File: src/rtl/rgb_in_fifo.sv
// rgb_in_fifo: small RGB pixel FIFO between the pixel source and the gray
// converter. Valid/ready on both sides, registered head-of-queue outputs.
// Optional end-of-frame pulse enabled by defining RGB_IN_FRAME_CNT_EN.
module rgb_in_fifo #(
    parameter int unsigned DEPTH        = 4,
    parameter int unsigned FRAME_PIXELS = 16
) (
    input  logic                     CLK,
    input  logic                     CLEAR,
    input  logic                     In_Valid,
    output logic                     In_Ready,
    input  logic [7:0]               R_In,
    input  logic [7:0]               G_In,
    input  logic [7:0]               B_In,
    output logic                     Out_Valid,
    input  logic                     Out_Ready,
    output logic [7:0]               R_Out,
    output logic [7:0]               G_Out,
    output logic [7:0]               B_Out,
    output logic [$clog2(DEPTH):0]   Count,
    output logic                     Frame_Done
);

    localparam int unsigned AW = $clog2(DEPTH);
    localparam int unsigned CW = AW + 1;

    logic [23:0]   mem [DEPTH];
    logic [AW-1:0] wr_ptr_q, wr_ptr_d;
    logic [AW-1:0] rd_ptr_q, rd_ptr_d;
    logic [CW-1:0] count_q, count_d;
    logic [23:0]   head_q, head_d;
    logic [23:0]   in_pix;
    logic          wr_en;
    logic          rd_en;

    assign in_pix    = {R_In, G_In, B_In};
    assign In_Ready  = (count_q != CW'(DEPTH));
    assign Out_Valid = (count_q != '0);
    assign wr_en     = In_Valid & In_Ready;
    assign rd_en     = Out_Ready & Out_Valid;

    assign Count = count_q;
    assign R_Out = head_q[23:16];
    assign G_Out = head_q[15:8];
    assign B_Out = head_q[7:0];

    // Next pointers, occupancy and the pixel that will sit at the head.
    always_comb begin
        wr_ptr_d = wr_ptr_q;
        rd_ptr_d = rd_ptr_q;
        count_d  = count_q;
        head_d   = head_q;
        if (wr_en) begin
            wr_ptr_d = wr_ptr_q + AW'(1);
        end
        if (rd_en) begin
            rd_ptr_d = rd_ptr_q + AW'(1);
        end
        unique case ({wr_en, rd_en})
            2'b10:   count_d = count_q + CW'(1);
            2'b01:   count_d = count_q - CW'(1);
            default: count_d = count_q;
        endcase
        // Head only changes when something is queued; otherwise it holds.
        // The new head is the incoming pixel exactly when it lands in the
        // slot the read pointer is about to point at (queue had one entry
        // or was empty).
        if (count_d != '0) begin
            if (wr_en && (wr_ptr_q == rd_ptr_d)) begin
                head_d = in_pix;
            end else begin
                head_d = mem[rd_ptr_d];
            end
        end
    end

    // Pointer, occupancy and head registers with asynchronous clear.
    always_ff @(posedge CLK or posedge CLEAR) begin
        if (CLEAR) begin
            wr_ptr_q <= '0;
            rd_ptr_q <= '0;
            count_q  <= '0;
            head_q   <= '0;
        end else begin
            wr_ptr_q <= wr_ptr_d;
            rd_ptr_q <= rd_ptr_d;
            count_q  <= count_d;
            head_q   <= head_d;
        end
    end

    // Pixel storage; deliberately not cleared, pointers define validity.
    always_ff @(posedge CLK) begin
        if (wr_en) begin
            mem[wr_ptr_q] <= in_pix;
        end
    end

`ifdef RGB_IN_FRAME_CNT_EN
    localparam int unsigned PW = $clog2(FRAME_PIXELS + 1);
    localparam logic [PW-1:0] FRAME_LAST = PW'(FRAME_PIXELS);

    logic [PW-1:0] pix_cnt_q;
    logic          frame_q;

    // Count consumed pixels; pulse one cycle after the last pixel of a frame.
    always_ff @(posedge CLK or posedge CLEAR) begin
        if (CLEAR) begin
            pix_cnt_q <= '0;
            frame_q   <= 1'b0;
        end else begin
            frame_q <= 1'b0;
            if (rd_en) begin
                if (pix_cnt_q + PW'(1) == FRAME_LAST) begin
                    pix_cnt_q <= '0;
                    frame_q   <= 1'b1;
                end else begin
                    pix_cnt_q <= pix_cnt_q + PW'(1);
                end
            end
        end
    end

    assign Frame_Done = frame_q;
`else
    // Frame counting disabled: pulse tied low; FRAME_PIXELS has no effect.
    assign Frame_Done = 1'b0 & (FRAME_PIXELS != 0);
`endif

endmodule

File: config.mk
export PLATFORM = sky130hd
export DESIGN_NAME = rgb_in_fifo
export DESIGN_NICKNAME = d
export VERILOG_FILES = /design/src/rtl/rgb_in_fifo.sv
export SDC_FILE = /design/constraint.sdc
export NUM_CORES = 1
export LEC_CHECK = 0
export BUFFER_PORTS_ARGS = -buffer_cell sky130_fd_sc_hd__clkbuf_2
export CAP_MARGIN = 0
export CORE_AREA = 4 4 148 150
export CTS_BUF_LIST = sky130_fd_sc_hd__clkbuf_2
export DETAILED_ROUTE_END_ITERATION = 10
export DIE_AREA = 0 0 152 154
export PLACE_DENSITY_LB_ADDON = 0.2
export SETUP_SLACK_MARGIN = 0.15
export SYNTH_ARGS = -nofsm -noshare
export SYNTH_HDL_FRONTEND = slang
export SYNTH_SLANG_ARGS = --single-unit
File: constraint.sdc
create_clock -name CLK -period 3.4 [get_ports CLK]
set_input_delay 0.68 -clock CLK [delete_from_list [all_inputs] [get_ports CLK]]
set_output_delay 0.68 -clock CLK [all_outputs]
set_load 0.05 [all_outputs]
==> flow_summary.yaml <==
synthesis:
  syn_inst: 352
  seq_area_frac_synth_pct: 59.9
  yosysMostFrequentCell: "edfxtp_1"
  ys_types: 45
  syn_nets: 386
  yosys.area.top_type: "edfxtp_1"
  synth_seq_cells: 127
  synth_edf_count: 96
  synth_top_cell_area_share_pct: 47.2
  synthTopCellsByCount: "edfxtp_1, dfrtp_1, nand2_1"
  synthTopCellsByArea: "edfxtp_1, dfrtp_1, mux4_1, mux4_2, mux2i_1"
  yosys_warnings: 0
  synth-async-reset-ratio_pct: 24.4
  ys.flop_type: "edfxtp_1"
  syn_area_per_cell_um2: 17.3
  netlist_area_um2: 6110
grt:
  antenna_found_initial: 1
  grt_max_degree: 43
  grt_pass1_vias: 3555
  grt_pass1_wl_mm: 20.7
  overflow: 0
  grt_usage_pct: 11.7
worst_setup_path:
  cp_data_arrival_time_ns: 3.49
  crit_top_cell: "inv_1"
  crit_fanout: 27
  max_stage_delay_ns: 0.59
  regToRegStartpoint: "Count[0]$_DFF_PP0_"
  startpoint_type: "flip-flop"
  path_buf_inv: 3
  crit_path_end_kind: "flip-flop"
  path_depth: 12
  rr_endpoint: "head_q[3]$_DFFE_PP0P_"
  crit_slowest_cell: "nor4_4"
  cp.required_ns: 3.98
  r2r_setup_slack_ns: 0.49
  criticalPathCategory: "flip-flop to flip-flop"
  crit_path_cell_trace: "nor2_1 -> a21boi_2 -> inv_1 -> ha_1 -> inv_1 -> fa_1 -> xor2_1 -> o21a_1 -> nor4_4 -> buf_12 -> nand2_1 -> o21ai_1"
  r2r_cells: 12
  cp_top_family: "simple AND/OR/NAND/NOR gates"
clock_network:
  cts_tree: "yes"
  cts_buffer_depth: 2
  root_buffer: "clkbuf_2"
  htree_levels: 4
  clock_sinks: 127
  ctsResizeCount: 0
  clkSlewWorstSetupHoldPaths_ns: 0.17
  clk_latency_ns: 0.66
  cts_buffers: 17
die:
  initial_core_util_pct: 29.5
  io_pins: 58
  die_area_um2: 23400
  row_count: 53
  die_h_um: 154
  die_x_um: 152
  core_region_area_um2: 20700
placement:
  port_buffers: 56
  gp_congestion: 0.682
  dp_slack_ns: 0.356
  dp_hpwl_mm: 7.86
drt:
  routed_wl_mm: 13.2
  drt_iter0_markers: 110
  drt_pass1_iterations: 4
  vias: 3300
  vias_per_cell: 4.67
  ant_nets: 0
  drc: 0
  wire_per_inst_um: 18.6
pwr:
  ir_drop_mv: 0.295
  p_leak_uw: 0.00268
  power_density_nw_per_um2: 974
timing:
  min_period_ns: 2.91
  rsz0062_at_grt: "false"
  fin_crit_sh_pct: 85.5
  final_max_slew_viol_count: 0
  skew_ns: 0.0212
  tightestPinTransition_ns: 0.610
  setup_viol: 0
  slew_headroom_pct: 59.3
  clock.fmax_mhz: 344
  finalSetupTns_ns: 0
  worst_slack_ns: 0.495
  finalHoldViolCount: 0
cells_and_area:
  drive_gt1_share_pct: 35.3
  area_growth_pct: 14.5
  final_nets: 451
status:
  status: "finished clean"
hold_path:
  hp-class: "primary input to flip-flop"
  hold_path_depth: 1
  hp-start: "R_In[5]"
  hold_path_end: "mem[1][21]$_DFFE_PP_"
flow_run:
  drv_cap: 0
cells by family (layout without fill, tap and decap cells):
family	after synthesis	in the layout	share of synthesized area [%]
other cells	1	2	0.0614
fa+ha+maj	6	6	1.35
simple gates	47	47	3.89
flops	127	127	59.9
mux	93	93	26.1
xor+xnor	7	7	1.48
compound gates	38	38	4.10
buf+inv	33	111	3.14
worst max path at each step:
stage / endpoint / slack, ns / from
after floorplan: head_q[0]$_DFFE_PP0P_ / 0.27 / Count[2]$_DFF_PP0_
after global placement: head_q[5]$_DFFE_PP0P_ / 0.40 / In_Valid
after detailed placement: head_q[6]$_DFFE_PP0P_ / 0.36 / In_Valid
after CTS: head_q[3]$_DFFE_PP0P_ / 0.46 / Count[0]$_DFF_PP0_
after global routing: head_q[3]$_DFFE_PP0P_ / 0.22 / Count[0]$_DFF_PP0_
final: head_q[3]$_DFFE_PP0P_ / 0.49 / Count[0]$_DFF_PP0_
cell type report:
type	count	area (µm²)
Sequential cell	127	3660
Fill cell	2052	13700
Timing Repair Buffer	70	425
Clock buffer	23	115
Clock inverter	9	141
Multi-Input combinational cell	192	2260
Inverter	9	36.3
Antenna cell	1	2.50
Tap cell	275	344
power by group:
part           internal, µW  switching (µW)  leakage, µW
registers              2150             309      0.00124
logic                  1410            1940      0.00128
clock network           493             511     0.000165
flip-flops by register name, summed over array words and instances (netlist names):
name      cells
Count         3
wr_ptr_q      2
rd_ptr_q      2
head_q       24
mem          96
metal layers:
metal	track usage, %	wire length, µm	part of all wire, %
met3	3.10	407	3.1
met2	20.5	6870	52
met5	0	0	0
met4	3.72	128	0.97
met1	14.1	5750	44
per-stage QoR:
step	utilization, %	instance area [µm²]	total power, µW	instances	hold WS [ns]
2_1_floorplan	-	6110	5030	352	0.608
3_3_place_gp	32.5	6720	5860	672	0.472
3_5_place_dp	32.5	6720	5930	672	0.477
4_1_cts	33.7	6980	6950	704	0.0110
5_1_grt	33.8	6990	7290	706	0.114
6_report	33.8	6990	6810	706	0.243
what timing repair did:
action                                 CTS  global route
hold buffers                             0             1
endpoints found under the hold margin    0             1
setup endpoints to repair                0             0
buffers inserted                         0             0
cells in the final DEF (no fill, tap or decap), types with 3 or more instances in the layout:
master     instances
edfxtp_1          96
clkbuf_2          79
dfrtp_1           29
nand2_1           28
mux2i_1           27
mux4_2            22
mux4_1            22
mux2_2            22
o21ai_1           22
buf_4             10
inv_1              8
ha_1               5
and2_1             4
bufinv_16          4
nor3_1             3
xnor2_1            3
o21ai_0            3
clkinv_1           3
buf_12             3
worst register-to-register path, delay by kind of cell, from the launching register on:
family	cells	cell delay [ns]
buffers and inverters	3	0.38
DFF	1	0.52
AOI/OAI and AO/OA	3	0.36
xor gates and xnor gates	1	0.16
and+or+nand+nor	3	0.86
adders and majority gates	2	0.55
(Power assumes the default switching activity.)
